**src/rtl/anubis_omega_extract.sv**
```systemverilog
// anubis_omega_extract: iterative ANUBIS omega step.
// Reduces an N-row key state (N = 4..NMAX rows of 4 bytes) to a 4x4 byte matrix
// out = V . kappa over GF(2^8) with poly 0x11D, where V[i][k] = c_i^k and
// c = {01,02,04,08}. Horner evaluation consumes one key row per cycle, highest row first.
module anubis_omega_extract #(
  parameter int NMAX = 10
) (
  input  logic                 clk,
  input  logic                 rst,
  input  logic                 start,
  input  logic [3:0]           nrows,
  input  logic [32*NMAX-1:0]   kstate,
  output logic                 busy,
  output logic                 err,
  output logic                 out_valid,
  input  logic                 out_ready,
  output logic [127:0]         odat
);

  typedef enum logic [1:0] {S_IDLE, S_RUN, S_DONE} state_t;

  localparam logic [3:0] NMAX_C = 4'(NMAX);

  state_t              r_state;
  state_t              w_state_nxt;
  logic [32*NMAX-1:0]  r_kstate;
  logic [127:0]        r_acc;
  logic [127:0]        r_odat;
  logic [3:0]          r_cnt;
  logic                r_err;

  logic                w_nrows_ok;
  logic                w_accept;
  logic                w_reject;
  logic                w_last;
  logic                w_hs;
  logic [31:0]         w_row;
  logic [127:0]        w_acc_nxt;

  // GF(2^8) multiply by x, reduction polynomial 0x11D
  function automatic logic [7:0] xtime(input logic [7:0] b);
    return {b[6:0], 1'b0} ^ (b[7] ? 8'h1D : 8'h00);
  endfunction

  // Multiply by c_lane = 2^lane (lane 0..3) as repeated xtime
  function automatic logic [7:0] xmul(input logic [7:0] b, input int lane);
    logic [7:0] v;
    v = b;
    for (int n = 0; n < 3; n++) begin
      if (n < lane) v = xtime(v);
    end
    return v;
  endfunction

  assign w_nrows_ok = (nrows >= 4'd4) && (nrows <= NMAX_C);
  assign w_accept   = (r_state == S_IDLE) && start && w_nrows_ok;
  assign w_reject   = (r_state == S_IDLE) && start && !w_nrows_ok;
  assign w_last     = (r_state == S_RUN) && (r_cnt == 4'd0);
  assign w_hs       = (r_state == S_DONE) && out_ready;
  assign w_row      = r_kstate[32*int'(r_cnt) +: 32];

  // State register
  always_ff @(posedge clk or posedge rst) begin
    if (rst) r_state <= S_IDLE;
    else     r_state <= w_state_nxt;
  end

  // Next-state logic: IDLE -> RUN -> DONE -> IDLE
  always_comb begin
    w_state_nxt = r_state;
    case (r_state)
      S_IDLE:  if (w_accept) w_state_nxt = S_RUN;
      S_RUN:   if (w_last)   w_state_nxt = S_DONE;
      S_DONE:  if (w_hs)     w_state_nxt = S_IDLE;
      default:               w_state_nxt = S_IDLE;
    endcase
  end

  // Outputs decoded from state only, so no input reaches an output combinationally
  always_comb begin
    busy      = (r_state != S_IDLE);
    out_valid = (r_state == S_DONE);
  end

  // One Horner step for all 4 lanes: acc[i][j] = acc[i][j]*c_i ^ kappa[cnt][j]
  always_comb begin
    w_acc_nxt = '0;
    for (int i = 0; i < 4; i++) begin
      for (int j = 0; j < 4; j++) begin
        w_acc_nxt[8*(4*i+j) +: 8] = xmul(r_acc[8*(4*i+j) +: 8], i) ^ w_row[8*j +: 8];
      end
    end
  end

  // Illegal row count on a start request gives a single-cycle error pulse
  always_ff @(posedge clk or posedge rst) begin
    if (rst) r_err <= 1'b0;
    else     r_err <= w_reject;
  end

  // Datapath: capture key on accept, iterate rows in RUN, publish result on last row
  always_ff @(posedge clk or posedge rst) begin
    if (rst) begin
      r_kstate <= '0;
      r_acc    <= '0;
      r_odat   <= '0;
      r_cnt    <= '0;
    end else if (w_accept) begin
      r_kstate <= kstate;
      r_acc    <= '0;
      r_cnt    <= nrows - 4'd1;
    end else if (r_state == S_RUN) begin
      r_acc <= w_acc_nxt;
      if (w_last) r_odat <= w_acc_nxt;
      else        r_cnt  <= r_cnt - 4'd1;
    end
  end

  assign err  = r_err;
  assign odat = r_odat;

endmodule

```
**config.mk**
```make
export PLATFORM = sky130hd
export DESIGN_NAME = anubis_omega_extract
export DESIGN_NICKNAME = d
export VERILOG_FILES = /design/src/rtl/anubis_omega_extract.sv
export SDC_FILE = /design/constraint.sdc
export NUM_CORES = 1
export LEC_CHECK = 0
export ABC_AREA = 1
export BUFFER_PORTS_ARGS = -buffer_cell sky130_fd_sc_hd__clkbuf_2
export CAP_MARGIN = 40
export CORE_ASPECT_RATIO = 0.9
export CORE_UTILIZATION = 45
export CTS_CLUSTER_DIAMETER = 200
export DETAILED_ROUTE_END_ITERATION = 8
export PLACE_DENSITY = 0.71
export SLEW_MARGIN = 20
export SYNTH_ARGS = -nofsm -noshare
export SYNTH_HDL_FRONTEND = slang
export SYNTH_SLANG_ARGS = --single-unit
```
**constraint.sdc**
```tcl
create_clock -name clk -period 38.2 [get_ports clk]
set_clock_uncertainty 0.1 [all_clocks]
set_input_delay 11.46 -clock clk [delete_from_list [all_inputs] [get_ports clk]]
set_output_delay 11.46 -clock clk [all_outputs]
set_load 0.01 [all_outputs]
```
==> flow_metrics.py, run 1 <==
metrics = {
    "global_routing": {
        "grtUsageTotal": 0.264,
        "grt_pass1_vias": 21600,
        "antenna_found_initial": 9,
        "grt_max_degree": 186,
        "grt_pass1_wl_mm": 127,
        "grt_remaining_overflow": 0,
    },
    "placement": {
        "gp_congestion": 0.890,
        "dp_hpwl_mm": 60.0,
        "place_ws_ns": 24.29,
        "portBuffers": 458,
    },
    "yosys": {
        "seq_area_frac_synth": 0.522,
        "ys.flop_type": "dfrtp_1",
        "syn-cell-area_sq_um": 28000,
        "synth_cell_types": 33,
        "avgSynthCellArea_sq_um": 9.31,
        "synth_warnings": 0,
        "syn_inst": 3002,
        "async_flop_share": 1.00,
        "synth_edf_count": 0,
        "syn_nets": 3331,
        "ys_seq_elements": 583,
    },
    "worst_setup_path": {
        "required_ns": 38.65,
        "path_class": "in2reg",
        "cp_max_fo": 72,
        "cp-start-kind": "primary input",
        "slowest_delay_ns": 0.75,
        "cp_slowest_cell": "buf_4",
        "cp-end-kind": "flop",
        "crit_arrival_ns": 13.64,
        "path_cells": "clkbuf_2, inv_1, nand3_1, nand2_2, a21oi_4, buf_4, buf_4, nand2_1, nand2_1",
    },
    "sta": {
        "worstMarginPinSlew_ns": 1.02,
        "max_slew_margin": 0.319,
        "fin_setup_tns_ns": 0,
        "hold_viol": 0,
        "slew_violations": 0,
        "fin_crit_sh": 0.345,
        "fin_ws_ns": 25.02,
        "setup_violations": 0,
        "min_period_ns": 13.18,
        "fmax_mhz": 75.9,
        "rsz0062_at_grt": "no",
    },
    "cells_and_area": {
        "area_delta_synth_final_pct": 18.6,
        "utilization": 0.540,
        "filler_cell_count": 5540,
        "drive_above_1_share": 0.281,
        "layout.nets": 3720,
    },
    "floorplan": {
        "fp.dieW_um": 265,
        "initial_core_util": 0.456,
        "fp.dieH_um": 238,
        "dieArea_sq_um": 63100,
        "row_count": 86,
        "io_pins": 459,
        "coreArea_sq_um": 61300,
    },
    "power_and_ir_drop": {
        "power.leakage_nw": 16.9,
        "swShare": 0.430,
        "peakVddDrop_mv": 0.0494,
        "internal_power_mw": 1.88,
        "p_comb_frac": 0.460,
        "p_sw_mw": 1.42,
        "p_per_area_nw_per_um2": 99.5,
        "clockPowerShare": 0.196,
        "seqPwrFrac": 0.344,
    },
    "min_path": {
        "hold_class": "reg2reg",
    },
    "clock_network": {
        "htreeDepth": 2,
        "cts_resized": 0,
        "clockBufferDepth": 3,
        "root_buffer": "clkbuf_16",
        "clkSlewWorstSetupHoldPaths_ns": 0.06,
        "insertion_delay_ns": 0.63,
        "cts_setup_buffers": 0,
        "postCtsHoldBufs": 0,
        "cts.sinks": 583,
        "numCtsBuffers": 61,
        "cts_tree": "built",
    },
    "drt": {
        "first_pass_iters": 5,
        "vias_per_cell": 5.33,
        "drc": 0,
        "wl_per_cell_um": 19.6,
        "dr_total_vias": 22600,
        "drt_iter0_markers": 1835,
        "wl_mm": 83.2,
        "drt.antenna.violating_nets": 0,
    },
    "job": {
        "maxCapViolations": 0,
    },
    "outcome": {
        "status": "finished, final reports clean",
    },
}
## area by class of cell
class                   count  area [sq um]  share of cell area
inverters                 146           563              0.0170
repair buffers            491          2780              0.0839
clock inverters            26           428              0.0129
well taps                 792           991              0.0299
clock buffers              87          1760              0.0532
multi-input cells        2108         12000               0.363
diodes                      3          7.51            0.000226
flip-flops and latches    583         14600               0.440
## per-layer routing
layer,global-route usage,share of wire,up-vias
met5,0,0.00077,-
met4,0.0990,0.036,10
met3,0.0659,0.084,155
met2,0.386,0.43,791
met1,0.378,0.45,10900
li1,-,-,10700
## worst max-delay path, delay by kind of cell
family / cells / cell delay [ns]
simple gates: 4 / 0.45
buf+inv: 4 / 1.45
compound gates: 1 / 0.15
## power by group through the flow
stage	Combinational, mW	Sequential [mW]	Clock (mW)
final	1.52	1.14	0.645
after global routing	1.70	1.17	0.681
after CTS	1.50	1.14	0.656
after detailed placement	1.49	1.15	0
after global placement	1.45	1.14	0
after floorplan	1.10	1.09	0
## logic make-up (layout without fill, tap and decap cells)
kind of cell             count (synthesis)  in the layout  share of synthesized area
XOR/XNOR                                68             68                     0.0213
AO/OA/AOI/OAI                          165            165                     0.0341
buffers and inverters                  311            750                     0.0499
AND/OR/NAND/NOR                       1554           1554                      0.243
multiplexers                           320            320                      0.129
adder cells (fa/ha/maj)                  1              1                   0.000447
flip-flops                             583            583                      0.522
other                                    0              3                          0
## worst paths after layout
| path | from | end | slack [ns] | depth (start not counted) |
|---|---|---|---|---|
| min reg2reg | odat[20] | odat[20] | 0.38 | 2 |
| max reg2reg | r_cnt[1] | odat[53] | 34.08 | 7 |
| max | nrows[2] | r_acc[8] | 25.02 | 9 |
| min | odat[20] | odat[20] | 0.38 | 2 |
| min in group asynchronous | rst | r_kstate[72] | 10.85 | 2 |
| max in group asynchronous | rst | odat[108] | 25.26 | 6 |
## cells in the mapped netlist (3+ instances only)
cell	instances	share of area
clkbuf_1	49	0.0066
nand3_2	31	0.011
a21oi_1	32	0.0057
inv_2	5	0.00067
nor2_2	3	0.00067
nand3_1	264	0.047
mux2_2	260	0.10
buf_6	11	0.0044
nand4_1	129	0.029
o21ai_1	43	0.0077
mux2_1	60	0.024
buf_2	84	0.015
o21ai_0	56	0.010
nand2_2	36	0.0081
inv_1	140	0.019
dfrtp_1	583	0.52
xor2_1	25	0.0078
nor2_1	195	0.026
nand2_1	891	0.12
buf_1	10	0.0013
xnor2_1	43	0.013
o21ai_2	32	0.010
buf_4	10	0.0027
## state kept, by name, summed over array words and instances, names as in the netlist
| register | count |
|---|---|
| r_cnt | 4 |
| odat | 128 |
| r_acc | 128 |
| r_kstate | 320 |
| err | 1 |
| r_state | 2 |
## layout by cell type, fill, tap and decap left out, types with 43 or more instances in the layout
cell | Yosys | routed
nand3_1 | 264 | 264
nand2_1 | 891 | 891
o21ai_0 | 56 | 56
xnor2_1 | 43 | 43
clkbuf_2 | 1 | 458
nor2_1 | 195 | 194
dfrtp_1 | 583 | 581
o21ai_1 | 43 | 43
mux2_2 | 260 | 260
inv_1 | 140 | 139
nand4_1 | 129 | 129
clkbuf_16 | 0 | 61
mux2_1 | 60 | 60
## per-stage QoR
stage | hold WS [ns] | total power [mW] | instance area (sq um) | std cells
global placement | 0.362 | 2.59 | 30600 | 4107
global route | 0.395 | 3.55 | 33200 | 4236
detailed placement | 0.365 | 2.64 | 30900 | 4117
CTS | 0.382 | 3.30 | 33100 | 4230
finish | 0.375 | 3.30 | 33200 | 4236
floorplan | 0.359 | 2.20 | 28000 | 3002
(Power assumes the default switching activity.)
==> inputs of run 2 (changes only) <==
--- a/config.mk
+++ b/config.mk
@@ -5,14 +5,14 @@
 export SDC_FILE = /design/constraint.sdc
 export NUM_CORES = 1
 export LEC_CHECK = 0
-export ABC_AREA = 1
+export ABC_AREA = 0
 export BUFFER_PORTS_ARGS = -buffer_cell sky130_fd_sc_hd__clkbuf_2
 export CAP_MARGIN = 40
 export CORE_ASPECT_RATIO = 0.9
 export CORE_UTILIZATION = 45
 export CTS_CLUSTER_DIAMETER = 200
 export DETAILED_ROUTE_END_ITERATION = 8
-export PLACE_DENSITY = 0.71
+export PLACE_DENSITY = 0.74
 export SLEW_MARGIN = 20
 export SYNTH_ARGS = -nofsm -noshare
 export SYNTH_HDL_FRONTEND = slang
==> constraint.sdc (replaced) <==
create_clock -name clk -period 10.63 [get_ports clk]
set_clock_uncertainty 0.1 [all_clocks]
set_input_delay 3.189 -clock clk [delete_from_list [all_inputs] [get_ports clk]]
set_output_delay 3.189 -clock clk [all_outputs]
set_load 0.01 [all_outputs]
==> flow_metrics.py, run 2 <==
metrics = {
    "outcome": {
        "status": "finished, final reports clean",
    },
    "clock_network": {
        "postCtsHoldBufs": 0,
        "cts_resized": 0,
        "clkSlewWorstSetupHoldPaths_ns": 0.06,
        "cts_tree": "built",
        "cts_setup_buffers": 0,
        "htreeDepth": 2,
        "cts.sinks": 583,
        "insertion_delay_ns": 0.63,
        "root_buffer": "clkbuf_16",
        "numCtsBuffers": 61,
        "clockBufferDepth": 3,
    },
    "yosys": {
        "syn_inst": 2330,
        "yosys-top-cells-area": "dfrtp_1 53%, mux2_2 13%, mux2i_1 9.0%",
        "synth_area_leader_cell": "dfrtp_1",
        "post-synth-top-count-cell": "dfrtp_1",
        "ys.flop_type": "dfrtp_1",
        "synth_top_area_frac": 0.528,
        "synth_warnings": 0,
        "syn_nets": 2659,
        "avgSynthCellArea_sq_um": 11.9,
        "synth_common_cells": "583 x dfrtp_1, 320 x mux2_2, 249 x mux2i_1",
        "syn-cell-area_sq_um": 27600,
        "seq_area_frac_synth": 0.528,
        "synth_edf_count": 0,
        "ys_seq_elements": 583,
        "synth_cell_types": 38,
        "async_flop_share": 1.00,
    },
    "drt": {
        "drt.antenna.violating_nets": 0,
        "dr_total_vias": 19900,
        "drc": 0,
        "vias_per_cell": 5.57,
        "wl_mm": 82.4,
        "wl_per_cell_um": 23.1,
        "first_pass_iters": 5,
        "drt_iter0_markers": 1689,
    },
    "cells_and_area": {
        "largest_register_ffs": 320,
        "final_common_cell": "dfrtp_1",
        "top_register": "r_kstate",
        "filler_cell_count": 5099,
        "drive_above_1_share": 0.348,
        "mostFrequentLayoutCells": "582 x dfrtp_1, 458 x clkbuf_2, 320 x mux2_2, 249 x mux2i_1, 161 x nand2_1",
        "area_delta_synth_final_pct": 18.2,
        "fin_cells": 3567,
        "layout.nets": 3055,
    },
    "sta": {
        "slew_violations": 0,
        "max_slew_margin": 0.241,
        "setup_violations": 0,
        "hold_viol": 0,
        "whs_ns": 0.377,
        "worstMarginPinSlew_ns": 1.14,
        "fin_setup_tns_ns": 0,
        "fmax_mhz": 185,
        "fin_crit_sh": 0.507,
        "rsz0062_at_grt": "no",
        "min_period_ns": 5.39,
    },
    "placement": {
        "portBuffers": 458,
        "gp_congestion": 0.913,
        "dp_hpwl_mm": 60.6,
        "placedCellCount": 3442,
    },
    "global_routing": {
        "grtUsageTotal": 0.265,
        "use_met2": 0.394,
        "grt_pass1_wl_mm": 126,
        "antenna_found_initial": 17,
        "grt.met3_usage": 0.0595,
        "grt_max_degree": 188,
        "grt_pass1_vias": 20200,
        "grt_remaining_overflow": 0,
        "grtUsageMet1": 0.376,
        "busiest_layer": "met2",
    },
    "floorplan": {
        "fp.dieW_um": 263,
        "initial_core_util": 0.458,
        "coreArea_sq_um": 60300,
        "io_pins": 459,
        "dieArea_sq_um": 62400,
        "row_count": 85,
        "fp.dieH_um": 237,
    },
    "worst_setup_path": {
        "cp-start-kind": "primary input",
        "path_class": "in2reg",
        "crit_arrival_ns": 5.80,
        "cp-end-kind": "flop",
        "required_ns": 11.04,
        "cp_max_fo": 48,
    },
    "power_and_ir_drop": {
        "p_per_area_nw_per_um2": 388,
        "peakVddDrop_mv": 0.177,
        "finalPower_mw": 12.7,
        "power.leakage_nw": 14.9,
    },
    "job": {
        "maxCapViolations": 0,
    },
    "min_path": {
        "hold_class": "reg2reg",
    },
}
==> run 2: changes by cell type after synthesis, moves of 43 or more <==
cell | previous run | this run
o21ai_1 | 43 | 0
mux2_2 | 260 | 320
inv_1 | 140 | 27
nand4_1 | 129 | 0
mux2_1 | 60 | 0
xnor2_1 | 43 | 117
nand2_1 | 891 | 161
or3_1 | 0 | 44
nand3_1 | 264 | 0
xor2_1 | 25 | 70
a21oi_1 | 32 | 98
mux2i_1 | 0 | 249
o22ai_1 | 0 | 137
==> run 2: through the flow <==
step                instance area (sq um)  worst slack, ns  utilization
floorplan                           27600           -0.604            -
global placement                    30400             4.54        0.504
detailed placement                  30600             4.60        0.507
CTS                                 32600             5.28        0.540
global route                        32700             5.09        0.542
finish                              32700             5.24        0.542
==> run 2: critical path, cell delays in order <==
cell and delay, ns:
clkbuf_2 0.11, nor2b_1 0.19, nand2_1 0.15, a21oi_4 0.53, buf_4 0.44, buf_4 0.47, buf_12 0.30, mux2_2 0.37
==> run 2: layer usage <==
layer  part of all wire  up-vias
li1                   -     9000
met1               0.45     9976
met2               0.44      704
met3              0.073      157
met4              0.038       16
met5             0.0013        -
==> run 2: path summary, 6_finish.rpt <==
check                         start            end  slack, ns  depth (start not counted)
hold / removal             odat[90]       odat[90]       0.38                          2
min in group asynchronous       rst  r_kstate[223]       2.48                          2
max in group asynchronous       rst  r_kstate[114]       6.03                          5
setup / recovery           nrows[3]  r_kstate[309]       5.24                          8
setup reg to reg           r_cnt[0]       odat[74]       6.52                          7
hold reg to reg            odat[90]       odat[90]       0.38                          2
==> run 2: cell type report <==
| type | count | area, sq um | share of cell area |
|---|---|---|---|
| Clock inverter | 23 | 258 | 0.00789 |
| Multi-Input combinational cell | 1553 | 12200 | 0.373 |
| Clock buffer | 87 | 1750 | 0.0534 |
| Inverter | 27 | 105 | 0.00322 |
| Sequential cell | 583 | 14600 | 0.447 |
| Antenna cell | 11 | 27.5 | 0.000842 |
| Timing Repair Buffer | 500 | 2800 | 0.0855 |
| Tap cell | 783 | 980 | 0.0300 |
==> run 2: cells by family after synthesis <==
group                    Yosys count  share of synthesized area
flip-flops                       583                      0.528
AND/OR/NAND/NOR                  446                     0.0875
adder cells (fa/ha/maj)            1                   0.000453
AO/OA/AOI/OAI                    350                     0.0716
XOR/XNOR                         187                     0.0593
buffers and inverters            194                     0.0328
multiplexers                     569                      0.221
==> run 2: power by group <==
group          leakage (nW)  switching [mW]  total (mW)  internal, mW
sequential             7.05           0.773        4.10          3.33
clock                 0.988           0.912        2.15          1.24
combinational          6.84            3.70        6.41          2.71
